### config.mk
export PLATFORM = sky130hd
export DESIGN_NAME = alu_op_issue
export DESIGN_NICKNAME = d
export VERILOG_FILES = /design/src/rtl/alu_op_issue.sv
export SDC_FILE = /design/constraint.sdc
export NUM_CORES = 1
export LEC_CHECK = 0
export CAP_MARGIN = 0
export CORE_MARGIN = 2
export CORE_UTILIZATION = 43
export CTS_CLUSTER_SIZE = 20
export DETAILED_ROUTE_END_ITERATION = 16
export GPL_TIMING_DRIVEN = 1
export PLACE_DENSITY = 0.76
export SYNTH_ARGS = -nofsm -noshare
export SYNTH_HDL_FRONTEND = slang
export SYNTH_SLANG_ARGS = --single-unit
export TNS_END_PERCENT = 1
### constraint.sdc
create_clock -name clk -period 1.5 [get_ports clk]
set_input_delay 0.3 -clock clk [delete_from_list [all_inputs] [get_ports clk]]
set_output_delay 0.3 -clock clk [all_outputs]
set_load 0.02 [all_outputs]
### src/rtl/alu_op_issue.sv
// alu_op_issue
// Execute-stage front end for the combinational ALU. Decodes ALUOp/Funct3/
// Funct7 into the ALU Operation code, selects operand B (register or
// immediate) and registers the result behind a valid/ready handshake with a
// one-entry skid buffer so downstream stalls never drop an instruction.
//
// Ports:
//   clk, reset        clock (rising edge), asynchronous active-low reset
//   in_valid/in_ready upstream handshake; in_ready is purely registered
//   ALUOp, Funct3, Funct7, ALUSrc   decode inputs
//   RD1, RD2, Imm     register operands and sign-extended immediate
//   flush             synchronous pipeline flush, highest priority
//   out_valid/out_ready downstream handshake
//   SrcA, SrcB, Operation, illegal  registered entry toward the ALU
module alu_op_issue #(
    parameter int DATA_WIDTH    = 32,
    parameter int OPCODE_LENGTH = 4
) (
    input  logic                     clk,
    input  logic                     reset,
    input  logic                     in_valid,
    output logic                     in_ready,
    input  logic [1:0]               ALUOp,
    input  logic [2:0]               Funct3,
    input  logic [6:0]               Funct7,
    input  logic                     ALUSrc,
    input  logic [DATA_WIDTH-1:0]    RD1,
    input  logic [DATA_WIDTH-1:0]    RD2,
    input  logic [DATA_WIDTH-1:0]    Imm,
    input  logic                     flush,
    output logic                     out_valid,
    input  logic                     out_ready,
    output logic [DATA_WIDTH-1:0]    SrcA,
    output logic [DATA_WIDTH-1:0]    SrcB,
    output logic [OPCODE_LENGTH-1:0] Operation,
    output logic                     illegal
);

    typedef enum logic [1:0] {
        ST_EMPTY = 2'b00,
        ST_FULL  = 2'b01,
        ST_SKID  = 2'b10
    } state_t;

    // Decode result packed as {illegal, shift, op[3:0]}.
    function automatic logic [5:0] decode_op(
        input logic [1:0] aluop,
        input logic [2:0] f3,
        input logic       f7b5,
        input logic       alusrc
    );
        logic [5:0] res;
        res = 6'b00_0000;
        case (aluop)
            2'b00: res = 6'b00_0010;
            2'b01: begin
                case (f3)
                    3'b000:  res = 6'b00_1000;
                    3'b001:  res = 6'b00_1011;
                    3'b100:  res = 6'b00_1001;
                    3'b101:  res = 6'b00_1010;
                    default: res = 6'b10_0000;
                endcase
            end
            2'b10: begin
                case (f3)
                    // Immediate forms have no SUB; Funct7 bits there are imm.
                    3'b000:  res = (f7b5 && !alusrc) ? 6'b00_0110 : 6'b00_0010;
                    3'b111:  res = 6'b00_0000;
                    3'b110:  res = 6'b00_0001;
                    3'b100:  res = 6'b00_0011;
                    3'b001:  res = 6'b01_0100;
                    3'b101:  res = f7b5 ? 6'b01_0111 : 6'b01_0101;
                    default: res = 6'b10_0000;
                endcase
            end
            default: res = 6'b10_0000;
        endcase
        return res;
    endfunction

    logic [5:0]               w_dec;
    logic [DATA_WIDTH-1:0]    w_srcb_raw;
    logic [DATA_WIDTH-1:0]    w_srcb;
    logic                     w_in_xfer;
    logic                     w_out_xfer;

    state_t                   r_state;
    logic                     r_in_ready;
    logic                     r_out_valid;
    logic [DATA_WIDTH-1:0]    r_srca;
    logic [DATA_WIDTH-1:0]    r_srcb;
    logic [OPCODE_LENGTH-1:0] r_op;
    logic                     r_illegal;
    logic [DATA_WIDTH-1:0]    r_skid_srca;
    logic [DATA_WIDTH-1:0]    r_skid_srcb;
    logic [OPCODE_LENGTH-1:0] r_skid_op;
    logic                     r_skid_illegal;

    assign w_in_xfer  = in_valid & r_in_ready;
    assign w_out_xfer = r_out_valid & out_ready;

    // Decode and operand-B selection; shifts only use the low 5 bits of B.
    always_comb begin
        w_dec      = decode_op(ALUOp, Funct3, Funct7[5], ALUSrc);
        w_srcb_raw = ALUSrc ? Imm : RD2;
        if (w_dec[4]) begin
            w_srcb = {{(DATA_WIDTH-5){1'b0}}, w_srcb_raw[4:0]};
        end else begin
            w_srcb = w_srcb_raw;
        end
    end

    // Issue FSM: output register, skid register and registered handshake.
    always_ff @(posedge clk or negedge reset) begin
        if (!reset) begin
            r_state        <= ST_EMPTY;
            r_in_ready     <= 1'b1;
            r_out_valid    <= 1'b0;
            r_srca         <= '0;
            r_srcb         <= '0;
            r_op           <= '0;
            r_illegal      <= 1'b0;
            r_skid_srca    <= '0;
            r_skid_srcb    <= '0;
            r_skid_op      <= '0;
            r_skid_illegal <= 1'b0;
        end else if (flush) begin
            // Flush wins over every transfer; any incoming entry is dropped.
            r_state     <= ST_EMPTY;
            r_in_ready  <= 1'b1;
            r_out_valid <= 1'b0;
        end else begin
            case (r_state)
                ST_EMPTY: begin
                    if (w_in_xfer) begin
                        r_srca      <= RD1;
                        r_srcb      <= w_srcb;
                        r_op        <= OPCODE_LENGTH'(w_dec[3:0]);
                        r_illegal   <= w_dec[5];
                        r_out_valid <= 1'b1;
                        r_state     <= ST_FULL;
                    end
                end
                ST_FULL: begin
                    if (w_in_xfer && w_out_xfer) begin
                        r_srca    <= RD1;
                        r_srcb    <= w_srcb;
                        r_op      <= OPCODE_LENGTH'(w_dec[3:0]);
                        r_illegal <= w_dec[5];
                    end else if (w_out_xfer) begin
                        r_out_valid <= 1'b0;
                        r_state     <= ST_EMPTY;
                    end else if (w_in_xfer) begin
                        // Output is stalled: park the new entry in the skid.
                        r_skid_srca    <= RD1;
                        r_skid_srcb    <= w_srcb;
                        r_skid_op      <= OPCODE_LENGTH'(w_dec[3:0]);
                        r_skid_illegal <= w_dec[5];
                        r_in_ready     <= 1'b0;
                        r_state        <= ST_SKID;
                    end
                end
                ST_SKID: begin
                    if (w_out_xfer) begin
                        r_srca     <= r_skid_srca;
                        r_srcb     <= r_skid_srcb;
                        r_op       <= r_skid_op;
                        r_illegal  <= r_skid_illegal;
                        r_in_ready <= 1'b1;
                        r_state    <= ST_FULL;
                    end
                end
                default: begin
                    r_state     <= ST_EMPTY;
                    r_in_ready  <= 1'b1;
                    r_out_valid <= 1'b0;
                end
            endcase
        end
    end

    assign in_ready  = r_in_ready;
    assign out_valid = r_out_valid;
    assign SrcA      = r_srca;
    assign SrcB      = r_srcb;
    assign Operation = r_op;
    assign illegal   = r_illegal;

endmodule

==> flow_metrics.env, run 1 <==
export IMPL_status="complete, but fails checks"
export IMPL_failed_checks="setup timing"
export IMPL_first_pass_iters=4
export IMPL_clk_pin_slew_ns=0.06
export IMPL_grt_pass1_wl_um=27400
export IMPL_worst_pin_slew_ns=0.354
export IMPL_cts_buffer_depth=2
export IMPL_rsz0062_at_grt="yes"
export IMPL_vias=5624
export IMPL_mostFrequentLayoutCells="dfrtp_1 (139), nand2_1 (139), clkdlybuf4s50_1 (105)"
export IMPL_finalCriticalPeriod_ns=1.72
export IMPL_cts_inserted_buffers=17
export IMPL_fmax_ghz=0.581
export IMPL_fin_util=0.663
export IMPL_antenna_cells=0
export IMPL_skew_ns=0.00524
export IMPL_clk_insertion_delay_late_ns=0.41
export IMPL_ys_warn_count=0
export IMPL_avgSynthCellArea_um2=10.2
export IMPL_r2r_start="in_ready"
export IMPL_async_flop_share=1.00
export IMPL_drv_slew=0
export IMPL_die_w_um=127
export IMPL_via_per_inst=5.38
export IMPL_ys_seq_elements=142
export IMPL_grt_pass1_vias=5632
export IMPL_stdcell_count=1045
export IMPL_hp_class="in2async"
export IMPL_grt_usage=0.215
export IMPL_num_io_pins=185
export IMPL_worst_setup_path_type="reg2reg"
export IMPL_synth_flop_cell="dfrtp_1"
export IMPL_dp_hpwl_um=11500
export IMPL_swShare=0.325
export IMPL_cp_data_arrival_time_ns=2.02
export IMPL_drt_iter0_markers=360
export IMPL_p_sw_mw=5.26
export IMPL_slowest_delay_ns=0.61
export IMPL_drt_total_wl_um=17700
export IMPL_hold_viol=0
export IMPL_final_min_period_over_clock_period=1.15
export IMPL_drive_above_1_share=0.200
export IMPL_path_cells="and3b_1, nand4b_1, buf_6, clkbuf_16, mux2_2"
export IMPL_slew_headroom=0.764
export IMPL_timing_hold_ws_ns=0.333
export IMPL_areaGrowthSynthToFinish_pct=49.7
export IMPL_p_int_mw=10.9
export IMPL_synth_edf_count=0
export IMPL_port_buffer_count=178
export IMPL_placed_cell_area_um2=8760
export IMPL_coreArea_um2=14600
export IMPL_dp_cells=996
export IMPL_drc_errors=0
export IMPL_clock_power_share=0.266
export IMPL_drv_cap=0
export IMPL_nets=962
export IMPL_final_area_um2=9710
export IMPL_htree_levels=4
export IMPL_grt_overflow_total=0
export IMPL_syn_area_um2=6490
export IMPL_antenna_found_initial=0
export IMPL_crit_path_end_kind="flop"
export IMPL_rows=44
export IMPL_setup_viol=139
export IMPL_syn_num_nets=751
export IMPL_yosysSeqAreaShare=0.548
export IMPL_crit_required_ns=1.79
export IMPL_combPwrFrac=0.333
export IMPL_die_height_um=127
export IMPL_p_seq_frac=0.401
export IMPL_fin_tns_setup_ns=-20.13
export IMPL_grt_max_degree=42
export IMPL_crit_path_max_fanout=20
export IMPL_p_per_area_nw_per_um2=1670
export IMPL_clock_sinks=142
export IMPL_start_util=0.443
export IMPL_wl_per_cell_um=16.9
export IMPL_crit_slowest_cell="dfstp_2"
export IMPL_ant_nets=0
export IMPL_cts_tree="yes"
export IMPL_cp_start_kind="flop"
export IMPL_routabilityCongestion=0.794
export IMPL_cts_root_buffer="clkbuf_16"
export IMPL_die_area_um2=16100
export IMPL_p_leak_nw=4.31
export IMPL_ir_drop_mv=0.927
export IMPL_worst_slack_ns=-0.221
export IMPL_synthCells=637
export IMPL_synth_cell_type_count=34
export IMPL_critPathLaunch="in_ready"
[final timing paths]
path                                    to  slack, ns  cells after the start
min in group clk           r_skid_srcb[31]       0.48                      2
hold reg to reg            r_skid_srcb[31]       0.48                      2
hold / removal                    SrcA[28]       0.33                      2
setup reg to reg            r_skid_srcb[9]      -0.22                      5
max in group asynchronous         SrcB[29]       0.62                      3
setup / recovery            r_skid_srcb[9]      -0.22                      5
[sequential cells by signal (all words and copies together) (netlist names), 2 cells and up]
signal,flops
r_skid_srca,32
SrcA,32
Operation,4
r_skid_op,4
r_state,2
SrcB,32
r_skid_srcb,32
[power by group through the flow]
stage	clock network (mW)	logic, mW	registers, mW
2_1_floorplan	0	2.07	7.29
3_3_place_gp	0	5.43	6.44
3_5_place_dp	0	5.61	6.55
4_1_cts	4.36	5.21	6.48
5_1_grt	4.52	5.83	6.71
6_report	4.31	5.39	6.50
[area by class of cell]
class / count / area, um^2
fill: 1159 / 4930
timing repair buffer: 237 / 2520
clock buffer: 22 / 474
sequential: 142 / 3560
inverter: 1 / 3.75
tap: 184 / 230
multi-input combinational: 449 / 2790
clock inverter: 10 / 136
[cells by family (layout without fill, tap and decap cells)]
kind of cell | after synthesis | in the layout | synth area share
AOI/OAI and AO/OA | 99 | 99 | 0.0959
buffers and inverters | 46 | 270 | 0.0351
DFF | 142 | 142 | 0.548
muxes | 98 | 98 | 0.164
and+or+nand+nor | 252 | 252 | 0.157
[cell usage after synthesis (2+ instances only)]
| master | n | share of area |
|---|---|---|
| or2_2 | 2 | 0.0019 |
| mux2i_1 | 32 | 0.049 |
| nand2_1 | 139 | 0.080 |
| a211oi_1 | 2 | 0.0023 |
| buf_6 | 3 | 0.0052 |
| clkbuf_1 | 18 | 0.010 |
| buf_2 | 23 | 0.018 |
| mux2_2 | 64 | 0.11 |
| nor2b_1 | 4 | 0.0039 |
| a31oi_1 | 63 | 0.061 |
| a21o_1 | 3 | 0.0035 |
| a21oi_1 | 8 | 0.0062 |
| nor3_1 | 2 | 0.0015 |
| o21ai_0 | 17 | 0.013 |
| nand2b_1 | 3 | 0.0029 |
| mux2_1 | 2 | 0.0035 |
| nand3b_1 | 3 | 0.0035 |
| nor3b_1 | 3 | 0.0035 |
| dfrtp_1 | 141 | 0.54 |
| nor2_1 | 91 | 0.053 |
[per-layer routing]
layer	wire, um	vias up	GRT usage
met5	0	-	0
met4	316	0	0.0808
met3	1030	30	0.0540
met2	8910	216	0.363
met1	7450	2762	0.267
li1	-	2616	-
[timing repair]
item | CTS | global route
endpoints found under the setup margin | 208 | 142
gates cloned | 2 | 5
endpoints found under the hold margin | 24 | 0
gates resized for setup | 89 | 30
hold buffers | 1 | 0
pin swaps | 5 | 4
buffers inserted | 4 | 6
[through the flow]
step	total power [mW]	worst slack [ns]
after floorplan	9.36	-0.158
after global placement	11.9	-0.554
after detailed placement	12.2	-0.585
after CTS	16.1	-0.241
after global routing	17.0	-0.262
final	16.2	-0.221
[critical path: cells and delay by family, from the launching register on]
family                 cells  cell delay [ns]
multiplexers               1             0.28
AND/OR/NAND/NOR            2             0.34
buffers and inverters      2             0.36
flip-flops                 1             0.61
No activity file was read; power rests on OpenSTA's default activity.
==> run 2, diff against run 1 <==
--- a/config.mk
+++ b/config.mk
@@ -5,12 +5,12 @@
 export SDC_FILE = /design/constraint.sdc
 export NUM_CORES = 1
 export LEC_CHECK = 0
-export CAP_MARGIN = 0
 export CORE_MARGIN = 2
 export CORE_UTILIZATION = 43
 export CTS_CLUSTER_SIZE = 20
 export DETAILED_ROUTE_END_ITERATION = 16
 export GPL_TIMING_DRIVEN = 1
+export HOLD_SLACK_MARGIN = 0.08
 export PLACE_DENSITY = 0.76
 export SYNTH_ARGS = -nofsm -noshare
 export SYNTH_HDL_FRONTEND = slang
==> results of run 2 <==
Final layout, timing and power as in run 1 (identical DEF).
==> run 3, diff against run 2 <==
--- a/config.mk
+++ b/config.mk
@@ -11,7 +11,7 @@
 export DETAILED_ROUTE_END_ITERATION = 16
 export GPL_TIMING_DRIVEN = 1
 export HOLD_SLACK_MARGIN = 0.08
-export PLACE_DENSITY = 0.76
+export PLACE_DENSITY = 0.83
 export SYNTH_ARGS = -nofsm -noshare
 export SYNTH_HDL_FRONTEND = slang
 export SYNTH_SLANG_ARGS = --single-unit
==> run 3 against run 2 <==
  * The run still ends with setup timing left
  * Count of clock-buffer cells in the layout grew 1
  * Fmax increased by 4.1%
  * Combinational power down 4.3%
  * Die area is the same
  * Largest cell class unchanged
  * Power shrank 3.7%
  * Flip-flop and latch count stayed put
  * First-iteration DRC count shrank 26%
==> flow_metrics.env, run 3 (synthesis gave the netlist of run 1 again) <==
export IMPL_grt_overflow_total=0
export IMPL_worst_slack_ns=-0.153
export IMPL_slew_headroom=0.756
export IMPL_dp_cells=1002
export IMPL_num_io_pins=185
export IMPL_crit_slowest_cell="dfrtp_2"
export IMPL_crit_path_max_fanout=19
export IMPL_crit_path_end_kind="flop"
export IMPL_rows=44
export IMPL_final_common_cell="dfrtp_1"
export IMPL_die_height_um=127
export IMPL_cp_data_arrival_time_ns=1.94
export IMPL_p_seq_frac=0.411
export IMPL_swShare=0.328
export IMPL_dp_hpwl_um=11200
export IMPL_first_pass_iters=4
export IMPL_hold_viol=0
export IMPL_final_area_um2=9430
export IMPL_clk_pin_slew_ns=0.06
export IMPL_p_sw_mw=5.11
export IMPL_htree_levels=4
export IMPL_grt_max_degree=45
export IMPL_finalCriticalPeriod_ns=1.65
export IMPL_critPathLaunch="r_state[1]"
export IMPL_vias=5269
export IMPL_drc_errors=0
export IMPL_finalPower_mw=15.6
export IMPL_skew_ns=0.00744
export IMPL_worst_setup_path_type="reg2reg"
export IMPL_die_w_um=127
export IMPL_slowest_delay_ns=0.47
export IMPL_status="complete, but fails checks"
export IMPL_antenna_found_initial=0
export IMPL_failed_checks="setup timing"
export IMPL_crit_top_cell="buf_12"
export IMPL_ant_nets=0
export IMPL_ff_latch_area_um2=3560
export IMPL_crit_required_ns=1.79
export IMPL_clock_power_share=0.258
export IMPL_p_per_area_nw_per_um2=1650
export IMPL_ir_drop_mv=0.804
export IMPL_drt_iter0_markers=267
export IMPL_areaGrowthSynthToFinish_pct=45.3
export IMPL_timing_hold_ws_ns=0.363
export IMPL_fmax_ghz=0.605
export IMPL_p_int_mw=10.5
export IMPL_drive_above_1_share=0.189
export IMPL_drv_slew=0
export IMPL_cts_buffer_depth=2
export IMPL_setup_viol=131
export IMPL_worst_pin_slew_ns=0.355
export IMPL_grt_pass1_vias=5256
export IMPL_final_min_period_over_clock_period=1.10
export IMPL_antenna_cells=0
export IMPL_start_util=0.443
export IMPL_dp_slack_ns=-0.512
export IMPL_multi_input_area_um2=2750
export IMPL_p_leak_nw=4.19
export IMPL_mostFrequentLayoutCells="dfrtp_1 (139), nand2_1 (138), clkdlybuf4s50_1 (105)"
export IMPL_cpLargestDelayFamily="flip-flops"
export IMPL_routabilityCongestion=0.773
export IMPL_wl_per_cell_um=15.3
export IMPL_hp_class="in2async"
export IMPL_placed_cell_area_um2=8850
export IMPL_die_area_um2=16100
export IMPL_path_cells="and3b_1, nand4b_1, buf_12, buf_12, mux2_2"
export IMPL_grt_usage=0.204
export IMPL_cp_start_kind="flop"
export IMPL_rsz0062_at_grt="yes"
export IMPL_r2r_start="r_state[1]"
export IMPL_clk_insertion_delay_late_ns=0.41
export IMPL_nets=955
export IMPL_clock_sinks=142
export IMPL_coreArea_um2=14600
export IMPL_via_per_inst=5.08
export IMPL_fill_cells=1201
export IMPL_cts_root_buffer="clkbuf_16"
export IMPL_cts_inserted_buffers=17
export IMPL_drt_total_wl_um=15800
export IMPL_drv_cap=0
export IMPL_cp_buffers_inverters=2
export IMPL_cts_tree="yes"
export IMPL_port_buffer_count=178
export IMPL_grt_pass1_wl_um=26000
export IMPL_stdcell_count=1038
export IMPL_combPwrFrac=0.331
==> run 3: power by group through the flow <==
stage / logic [mW] / registers, mW / clock network (mW)
4_1_cts: 5.20 / 6.42 / 4.08
2_1_floorplan: 2.07 / 7.29 / 0
3_3_place_gp: 5.54 / 6.39 / 0
6_report: 5.16 / 6.42 / 4.02
5_1_grt: 5.62 / 6.63 / 4.27
3_5_place_dp: 5.71 / 6.50 / 0
==> run 3: repair_timing <==
action	4_1_cts	5_1_grt
hold endpoints to repair	31	0
hold buffers	1	0
pin swaps	2	3
setup buffers	0	2
gates resized for setup	93	5
cloned	0	1
setup endpoints to repair	205	139
==> run 3: final timing paths <==
check / slack [ns] / depth (start not counted) / to
setup / recovery: -0.15 / 5 / r_skid_srca[9]
hold / removal: 0.36 / 2 / r_state[0]
setup reg to reg: -0.15 / 5 / r_skid_srca[9]
hold reg to reg: 0.47 / 2 / r_skid_op[1]
max in group asynchronous: 0.59 / 3 / r_skid_srca[6]
min in group clk: 0.47 / 2 / r_skid_op[1]
==> run 3: layout make-up <==
class	instances	share of cell area
Multi-Input combinational cell	449	0.291
Sequential cell	142	0.377
Clock buffer	23	0.0518
Inverter	1	0.000398
Timing Repair Buffer	230	0.246
Clock inverter	9	0.00903
Tap cell	184	0.0244
==> run 3: through the flow <==
step	TNS, ns	util
after floorplan	-12.64	-
after global placement	-55.45	0.604
after detailed placement	-57.97	0.604
after CTS	-12.89	0.641
after global routing	-26.78	0.644
final	-12.81	0.644
==> run 3: routing by layer <==
metal | track usage | vias up | part of all wire
li1 | - | 2596 | -
met1 | 0.256 | 2494 | 0.44
met2 | 0.339 | 157 | 0.49
met3 | 0.0565 | 22 | 0.058
met4 | 0.0737 | 0 | 0.016
met5 | 0 | - | 0
